==> src/rtl/itof_pipe.sv <==
// Three-stage integer to IEEE-754 binary32 converter with valid/ready and tag passthrough.
// Build option ITOF_RNE_EN: round to nearest-even instead of ties-away-from-zero.
module itof_pipe #(
  parameter int IW = 32,
  parameter int TW = 4
) (
  input  logic          clk,
  input  logic          rstn,
  input  logic          in_valid,
  output logic          in_ready,
  input  logic [IW-1:0] in_data,
  input  logic          in_signed,
  input  logic [TW-1:0] in_tag,
  output logic          out_valid,
  input  logic          out_ready,
  output logic [31:0]   out_data,
  output logic [TW-1:0] out_tag
);

  localparam int STAGES = 3;
  localparam int LZW    = $clog2(IW);
  localparam int W2     = IW + 25;

  if (IW < 8 || IW > 64) begin : g_bad_iw
    $error("itof_pipe: IW must be in 8..64");
  end

  typedef struct packed {
    logic          s;
    logic [IW-1:0] mag;
    logic [TW-1:0] tag;
  } st1_t;

  // Stage 2 keeps only the rounding-relevant slice of the normalised magnitude.
  typedef struct packed {
    logic           s;
    logic           zero;
    logic [LZW-1:0] lz;
    logic [24:0]    top;
`ifdef ITOF_RNE_EN
    logic           st;
`endif
    logic [TW-1:0]  tag;
  } st2_t;

  logic [STAGES:1] vld_pipe;
  logic            adv;
  st1_t            s1_d, s1_q;
  st2_t            s2_d, s2_q;
  logic [LZW-1:0]  lz;
  logic [23:0]     man24;
  logic            g, up;
  logic [24:0]     sum;
  logic [7:0]      exp_w;
  logic [22:0]     frac;
  logic [31:0]     out_data_d, out_data_q;
  logic [TW-1:0]   out_tag_q;

  assign adv       = out_ready | ~vld_pipe[STAGES];
  assign in_ready  = adv;
  assign out_valid = vld_pipe[STAGES];
  assign out_data  = out_data_q;
  assign out_tag   = out_tag_q;

  always_comb begin
    s1_d.s   = in_signed & in_data[IW-1];
    s1_d.mag = s1_d.s ? -in_data : in_data;
    s1_d.tag = in_tag;
  end

  // Highest set bit wins since the scan runs upward.
  always_comb begin
    lz = '0;
    for (int i = 0; i < IW; i++)
      if (s1_q.mag[i]) lz = LZW'(IW - 1 - i);
  end

  always_comb begin
    s2_d.s    = s1_q.s;
    s2_d.zero = (s1_q.mag == '0);
    s2_d.lz   = lz;
    s2_d.top  = 25'(W2'({s1_q.mag, 25'b0} << lz) >> IW);
`ifdef ITOF_RNE_EN
    s2_d.st   = |(W2'({s1_q.mag, 25'b0} << lz) << 25);
`endif
    s2_d.tag  = s1_q.tag;
  end

  always_comb begin
    man24 = s2_q.top[24:1];
    g     = s2_q.top[0];
`ifdef ITOF_RNE_EN
    up    = g & (s2_q.st | man24[0]);
`else
    up    = g;
`endif
    sum   = {1'b0, man24} + {24'b0, up};
    exp_w = 8'(IW + 126) - 8'(s2_q.lz) + {7'b0, sum[24]};
    // A mantissa carry means the value is a power of two, so the fraction collapses to 0.
    frac  = sum[24] ? sum[23:1] : sum[22:0];
    out_data_d = s2_q.zero ? 32'h0 : {s2_q.s, exp_w, frac};
  end

  always_ff @(posedge clk or negedge rstn) begin
    if (!rstn) begin
      vld_pipe   <= '0;
      out_data_q <= '0;
      out_tag_q  <= '0;
    end else if (adv) begin
      vld_pipe <= {vld_pipe[STAGES-1:1], in_valid};
      if (vld_pipe[STAGES-1]) begin
        out_data_q <= out_data_d;
        out_tag_q  <= s2_q.tag;
      end
    end
  end

  always_ff @(posedge clk) begin
    if (adv) begin
      s1_q <= s1_d;
      s2_q <= s2_d;
    end
  end

endmodule

==> config.mk <==
export PLATFORM = sky130hd
export DESIGN_NAME = itof_pipe
export DESIGN_NICKNAME = d
export VERILOG_FILES = /design/src/rtl/itof_pipe.sv
export SDC_FILE = /design/constraint.sdc
export NUM_CORES = 1
export LEC_CHECK = 0
export CAP_MARGIN = 15
export CORE_MARGIN = 2
export CORE_UTILIZATION = 35
export CTS_CLUSTER_SIZE = 40
export DETAILED_ROUTE_END_ITERATION = 16
export GPL_TIMING_DRIVEN = 0
export SYNTH_ARGS = -nofsm -noshare
export SYNTH_HDL_FRONTEND = slang
export SYNTH_SLANG_ARGS = --single-unit
export TNS_END_PERCENT = 30
==> constraint.sdc <==
create_clock -name clk -period 3.8 [get_ports clk]
set_input_delay 0.57 -clock clk [delete_from_list [all_inputs] [get_ports clk]]
set_output_delay 0.57 -clock clk [all_outputs]
set_load 0.005 [all_outputs]
==> metrics.txt, run 1 <==
Routed WL per cell=18.6 um; clock buffer depth=2; count leader, synth=edfxtp_1; worst r2r dst=man24[19]; CP arrival=3.72 ns; clk root buf=clkbuf_16; die area=22400 um^2; final setup fails=0; r2r startpoint=s1_q[20]; crit-path max cell delay=0.65 ns; fin crit period=3.64 ns; Power Total=5.15 mW; gpl congestion=0.962; synth cell count leaders=edfxtp_1, nand2_1, nor2_1, o21ai_0, a21oi_1; post-synth net total=823; f_max=275 MHz; Worst path top cell family by delay=compound AO/OA/AOI/OAI gates; Buffers & Inverters on Critical Path=3; initial cell density of the core=35.5%; Hold-fix buffers, CTS=0; placed cell area=8560 um^2; Tcrit/Tclk final=95.8%; status=complete, no violations; initial DRC count=582; Nets=911; Core Util, Final=42.5%; largest net degree at the start of global routing=41; port bufs=78; slowest CP cell=a2111oi_1; Setup Buffers After CTS=0; chip width=150 um; max cap viols=0; Yosys reg bits=112; Worst Clk Skew=0.0101 ns; clock latency on the worst-skew pair=0.36 ns; Worst EP required=3.88 ns; EDFF count, synth=73; asr flop ratio synth=34.8%; antenna-violating nets left=0; Synth area leader=edfxtp_1; Hold Fails Final Rpt=0; DR DRC count=0; # rows=53; CP Launch Type=flip-flop; Worst Reg-to-Reg Cells=11; HPWL Detailed=16300 um; Ports=79; RSZ-0062 raised after global routing=false; layout cell share with drive strength beyond 1=8.97%; share of Yosys cell area claimed by the top area cell type=29.5%; internal reg-to-reg setup slack=0.16 ns; diode count=0; htree depth=3; FF+latch area=3170 um^2; HP Class=input pin to async pin; Yosys warning count=0; clk sinks=112; routed wire length=21300 um; synthesized area per cell=9.55 um^2; first-pass iteration count of the detailed router=5; fin area=8870 um^2; DR vias=6547; clk slew on worst S/H paths=0.08 ns; antenna violations before repair=0; Synth Instances=777; Mapped Area=7420 um^2; vias per inst=5.72; PwrDens=581 nW/um^2; Fillers=2085; setup_tns=0 ns; grt ovf=0; number of global-route vias before repair=6076; Die H=150 um; synth top area cells=edfxtp_1, dfrtp_1, mux2i_1; Slew headroom=42.4%; area of the multi-input gates=3860 um^2; Leakage=3.34 nW; Worst-Margin Slew=0.864 ns; worst ir drop on vdd=0.226 mV; CTS tree=built; critical path class=flip-flop to flip-flop; sequential share of the synthesized area=42.7%; crit-path max FO=10; first-pass GRT wire length=33800 um; final count of pins violating max slew=0; Total GRT Usage=19.3%; area grow syn2layout=19.5%; Primary FF master, synth=edfxtp_1; Synth cell types=75; Core ar.=20900 um^2; crit end category=flip-flop; CP Cell Sequence=buf_6, or4_1, nor3_2, o21ai_2, a21oi_4, inv_2, buf_2, a221oi_1, nor3_1, a2111oi_1, a31oi_1; CTS buffer count=9
state kept, by name (all words and copies together) (netlist names):
name      flops
g             1
man24        24
out_data     32
out_tag       4
s1_q         37
s2_q         11
vld_pipe      3
power by group:
part	leakage [nW]	internal [mW]	switching, mW
Sequential	1.22	1.76	0.273
Clock	0.142	0.464	0.490
Combinational	1.97	0.986	1.18
Total	3.34	3.21	1.95
cells in the final DEF (no fill, tap or decap), drive strengths merged, types with 24 or more instances in the layout:
master	synthesis	final
a211oi	36	36
a21oi	42	42
buf	32	34
clkbuf	28	35
clkdlybuf4s50	0	77
dfrtp	39	39
edfxtp	73	73
inv	31	34
mux2i	28	28
nand2	70	70
nor2	58	58
o21ai	50	50
xnor2	24	24
xor2	25	25
metrics by stage:
| step | setup WS, ns | hold WS, ns | instances |
|---|---|---|---|
| floorplan | 0.911 | 0.274 | 777 |
| global placement | -0.619 | 0.403 | 1130 |
| detailed placement | 0.112 | 0.405 | 1131 |
| CTS | 0.0880 | 0.333 | 1147 |
| global route | 0.0630 | 0.386 | 1145 |
| finish | 0.161 | 0.320 | 1145 |
cell families (layout without fill, tap and decap cells):
| kind of cell | Yosys count | after routing | synth area share, % |
|---|---|---|---|
| buf+inv | 91 | 184 | 5.48 |
| xor+xnor | 49 | 49 | 5.78 |
| fa+ha+maj | 5 | 5 | 0.843 |
| simple gates | 233 | 233 | 15.2 |
| mux | 42 | 42 | 6.78 |
| compound gates | 245 | 245 | 23.2 |
| flops | 112 | 112 | 42.7 |
worst max-delay path by stage:
stage / from / endpoint / cells after the start / slack (ns)
3_3_place_gp: out_ready / out_data[9] / 7 / -0.62
6_report: s1_q[20] / man24[19] / 11 / 0.16
4_1_cts: s1_q[5] / man24[21] / 11 / 0.09
3_5_place_dp: s1_q[5] / man24[21] / 11 / 0.11
2_1_floorplan: s1_q[17] / man24[0] / 10 / 0.91
5_1_grt: s1_q[20] / man24[19] / 11 / 0.06
layout make-up:
cell class | instances | share of cell area, %
plain buffers | 57 | 3.16
clock buffers | 10 | 2.58
clock inverters | 6 | 0.705
inverters | 31 | 1.34
multi-input cells | 574 | 43.5
flip-flops and latches | 112 | 35.7
well taps | 275 | 3.88
repair buffers | 80 | 9.11
worst reg2reg max path, cell delays in order (launching register included):
cell	delay, ns
edfxtp_1	0.40
buf_6	0.16
or4_1	0.58
nor3_2	0.16
o21ai_2	0.19
a21oi_4	0.30
inv_2	0.08
buf_2	0.22
a221oi_1	0.44
nor3_1	0.09
a2111oi_1	0.65
a31oi_1	0.09
per-layer routing:
layer	global-route usage, %	vias up	wire [um]
li1	-	3129	-
met1	25.6	3044	9400
met2	32.4	319	9900
met3	2.20	55	1350
met4	7.19	0	662
met5	0	-	0
repair_timing:
action,CTS,global route
hold endpoints to repair,0,0
setup endpoints to repair,0,3
resized for setup,0,3
Note: power is estimated with default switching activity, not from simulation.
==> run 2: changes to the inputs <==
CAP_MARGIN = not set   (was 15)
SETUP_SLACK_MARGIN = 0.15   (was not set)
==> run 2 against run 1 <==
Compared with the run above:
- via count shrank 0.90%
- cell area rose by 0.11%
- sequential power about the same
- sequential cell count did not move
- worst setup slack better by 0.042 ns
- clock skew is 0.00065 ns lower
- total power barely moved
- die area did not move
- global-route usage did not move
- non-clock buffer count up 2
- combinational power about the same
- largest power group unchanged
==> metrics.txt, run 2 (synthesis gave the netlist of run 1 again) <==
first-pass iteration count of the detailed router=7 (+2); status=complete, no violations; most common cell after layout, fill and taps aside=clkdlybuf4s50_1; critical path depth in cells=11 (unchanged); HP Class=input pin to async pin; Buffers & Inverters on Critical Path=3 (unchanged); Biggest register=s1_q; Routed WL per cell=18.5 um (-0.39%); Tcrit/Tclk final=94.6% (-1.1 points); critical path class=flip-flop to flip-flop; htree depth=3 (unchanged); initial DRC count=670 (+15%); CP Launch Type=flip-flop; initial cell density of the core=35.5% (unchanged); final count of pins violating max slew=0 (unchanged); largest net degree at the start of global routing=41 (unchanged); Worst Clk Skew=0.00940 ns (-0.000651 ns); worst ir drop on vdd=0.227 mV (+0.18%); diode count=0 (unchanged); CTS tree=built; port bufs=78 (unchanged); CP arrival=3.68 ns (-0.04 ns); Core Util, Final=42.5% (+0.048 points); clock buffer depth=2 (unchanged); Slew headroom=38.1% (-4.3 points); worst hold slack=0.320 ns (+0.000400 ns); Nets=913 (+0.22%); Setup crit start=s1_q[20]; gpl congestion=0.962 (unchanged); Hold Fails Final Rpt=0 (unchanged); Core ar.=20900 um^2 (unchanged); # rows=53 (unchanged); Leakage=3.34 nW (about the same); RSZ-0062 raised after global routing=true; CP endpoint=man24[19]; crit end category=flip-flop; layout cell share with drive strength beyond 1=9.40% (+0.44 points); antenna violations before repair=0 (unchanged); Worst-Margin Slew=0.926 ns (+0.0619 ns); clk slew on worst S/H paths=0.08 ns (about the same); Total GRT Usage=19.3% (unchanged); CTS buffer count=9 (unchanged); CP Cell Sequence=buf_6, or4_1, nor3_2, o21ai_2, a21oi_4, inv_2, buf_2, a221oi_1, nor3_1, a2111oi_1, a31oi_1; chip width=150 um (unchanged); crit-path max cell delay=0.59 ns (-0.06 ns); grt ovf=0 (unchanged); placed cell area=8560 um^2 (unchanged); Fillers=2091 (+0.29%); f_max=278 MHz (+1.2%); setup_tns=0 ns (unchanged); DR vias=6488 (-0.90%); DR DRC count=0 (unchanged); clock latency on the worst-skew pair=0.36 ns (about the same); final setup fails=0 (unchanged); clk root buf=clkbuf_16; area grow syn2layout=19.7%; clk sinks=112 (unchanged); max cap viols=0 (unchanged); Worst EP required=3.88 ns (about the same); r2r startpoint=s1_q[20]; number of global-route vias before repair=6076 (unchanged); die area=22400 um^2 (unchanged); fin area=8880 um^2 (+0.11%); slowest CP cell=a2111oi_1; Worst Reg-to-Reg Cells=11 (unchanged); Die H=150 um (unchanged); Ports=79 (unchanged); PwrDens=580 nW/um^2 (about the same); first-pass GRT wire length=33800 um (unchanged); antenna-violating nets left=0 (unchanged); most frequent cells in the layout=clkdlybuf4s50_1, edfxtp_1, nand2_1, nor2_1, o21ai_0; worst r2r dst=man24[19]; internal reg-to-reg setup slack=0.20 ns (+0.04 ns); Worst path top cell family by delay=compound AO/OA/AOI/OAI gates; number of flip-flops in the largest register=37 (unchanged); crit-path max FO=10 (unchanged); routed wire length=21300 um (-0.22%); HPWL Detailed=16300 um (unchanged); vias per inst=5.66 (-1.1%); fin crit period=3.60 ns (-0.0423 ns)
[run 2: area by class of cell]
class | count | area (um^2) | area share [%]
Tap cell | 275 | 344 | 3.87
Clock buffer | 10 | 229 | 2.58
Buffer | 60 | 302 | 3.40
Clock inverter | 6 | 62.6 | 0.704
Sequential cell | 112 | 3170 | 35.7
Multi-Input combinational cell | 574 | 3860 | 43.5
Timing Repair Buffer | 79 | 796 | 8.96
Inverter | 31 | 119 | 1.34
[run 2: metrics by stage]
stage | worst slack [ns] | instances | power, mW
2_1_floorplan | 0.911 | 777 | 3.27
3_3_place_gp | -0.619 | 1130 | 4.17
3_5_place_dp | 0.112 | 1131 | 4.18
4_1_cts | 0.185 | 1147 | 5.14
5_1_grt | 0.0630 | 1147 | 5.47
6_report | 0.203 | 1147 | 5.15
[run 2: timing repair]
item | 4_1_cts | 5_1_grt
setup endpoints to repair | 1 | 14
hold buffers | 0 | 0
gates cloned | 0 | 0
gates resized for setup | 2 | 10
setup buffers | 0 | 0
[run 2: worst min path at each step]
stage | end | cells past startpoint | start | slack (ns)
final | out_data[25] | 1 | rstn | 0.32
after global routing | out_data[25] | 1 | rstn | 0.39
after CTS | out_data[25] | 1 | rstn | 0.33
after detailed placement | s2_q[1] | 0 | s1_q[1] | 0.40
after global placement | s2_q[2] | 0 | s1_q[2] | 0.40
after floorplan | out_data[0] | 0 | rstn | 0.27
[run 2: routing by layer]
metal	track usage [%]	share of wire, %
met1	25.6	44
met2	32.4	47
met3	2.20	6.2
met4	7.19	2.9
met5	0	0
[run 2: worst reg2reg max path, stage by stage (launching register included)]
cell       delay [ns]
edfxtp_1         0.40
buf_6            0.16
or4_1            0.58
nor3_2           0.16
o21ai_2          0.19
a21oi_4          0.30
inv_2            0.07
buf_2            0.22
a221oi_1         0.45
nor3_1           0.09
a2111oi_1        0.59
a31oi_1          0.10
[run 2: report_power, final]
| group | leakage [nW] | internal, mW | switching (mW) |
|---|---|---|---|
| registers | 1.22 | 1.76 | 0.259 |
| clock network | 0.142 | 0.464 | 0.490 |
| logic | 1.97 | 0.991 | 1.19 |
| total | 3.34 | 3.21 | 1.94 |
==> run 3: changes to the inputs <==
SKIP_CTS_REPAIR_TIMING = 1   (was not set)
==> results of run 3 <==
Same layout as run 2: the final DEF is identical, and so are final timing and power.
==> RTL edit, RTL diff (settings of run 1) <==
Set the parameter `IW` to 64 (it was 32).
--- a/src/rtl/itof_pipe.sv
+++ b/src/rtl/itof_pipe.sv
@@ -2,5 +2,5 @@
 // Build option ITOF_RNE_EN: round to nearest-even instead of ties-away-from-zero.
 module itof_pipe #(
-  parameter int IW = 32,
+  parameter int IW = 64,
   parameter int TW = 4
 ) (
Ports: changed (resized in_data); port bits go from 79 to 111. No check against the original RTL was run, so the function may have changed too.
==> RTL edit against run 1 <==
Clock skew up 0.00082 ns; fmax fell by 4.6%; synthesized area increased by 45%; via count grew 54%; the flow now finishes with violations (setup timing); routed wire length is 83% higher; setup slack worse by 0.18 ns; power up 52%; utilization is 2.6 points higher; highest routed layer unchanged; sequential cell count is 33 higher; design area increased by 54%.
==> RTL edit: results (changes against run 1) <==
| Metric | Value |
|---|---|
| # setup viols final | `1 (+1)` |
| CP max stage cell | `edfxtp_1` |
| CTS HTree Levels | `4 (+1)` |
| Nets | `1352 (+48%)` |
| Status | `finished with violations` |
| Met2 wire len | `18510 µm (+87%)` |
| Met2 GRT Util | `0.4063 (+0.08221)` |
| Crit path arrival time | `3.99 ns (+0.27 ns)` |
| Synth Area in Adders | `0.005812 (-0.002618)` |
| NetSw | `0.003099 W (+59%)` |
| Layout cells sized above 1 | `0.1632 (+0.07351)` |
| Number of global-route vias before repair | `9898 (+63%)` |
| Met1 WL | `16040 µm (+71%)` |
| Worst-skew pair later-pin latency | `0.43 ns (+0.07 ns)` |
| Final wirelength | `38930 µm (+83%)` |
| Seq pwr | `0.00273 W (+34%)` |
| PortBufs | `109 (+40%)` |
| Met3 wire len | `1990 µm (+47%)` |
| Asr flop ratio synth | `0.2690 (-0.07925)` |
| RR Endpoint | `man24[17]` |
| Final HPWL DP | `30310 µm (+86%)` |
| Final worst slack | `-0.01614 ns (-0.1772 ns)` |
| Final Power | `0.007840 W (+52%)` |
| Failing checks | `setup timing` |
| Top post-synthesis cells by area | `edfxtp_1, mux2i_1, dfrtp_1` |
| ClkCell Share | `0.04256 (+0.009694)` |
| Largest net degree at the start of global routing | `112 (+170%)` |
| Leakage | `5.011 nW (+50%)` |
| GPL Wtd Cong | `0.9774 (+1.6%)` |
| First-pass detailed-route iteration total | `6 (+1)` |
| Max incr delay on CP | `0.50 ns (-0.15 ns)` |
| Total GRT Usage | `0.2404 (+0.04733)` |
-- RTL edit: worst max-delay path by stage --
stage | endpoint | slack, ns | depth (start not counted)
finish | man24[17] | -0.02 | 11
global route | man24[15] | -0.1 | 12
CTS | man24[12] | -0.009 | 11
detailed placement | man24[2] | -0.67 | 11
global placement | out_data[9] | -1.42 | 7
floorplan | man24[12] | 0.26 | 12
-- RTL edit: stage by stage --
| step | instances | TNS, ns | area (µm²) | setup WS (ns) |
|---|---|---|---|---|
| 2_1_floorplan | 1134 | 0 | 10770 | 0.2596 |
| 3_3_place_gp | 1639 | -59.41 | 12350 | -1.417 |
| 3_5_place_dp | 1639 | -16.06 | 12360 | -0.6685 |
| 4_1_cts | 1673 | -0.009465 | 13170 | -0.009465 |
| 5_1_grt | 1683 | -0.6130 | 13700 | -0.09695 |
| 6_report | 1683 | -0.01614 | 13700 | -0.01614 |
-- RTL edit: timing repair --
action | in CTS | in global routing
resized for setup | 65 | 111
setup endpoints to repair | 26 | 30
pin swaps | 1 | 3
setup buffers | 3 | 11
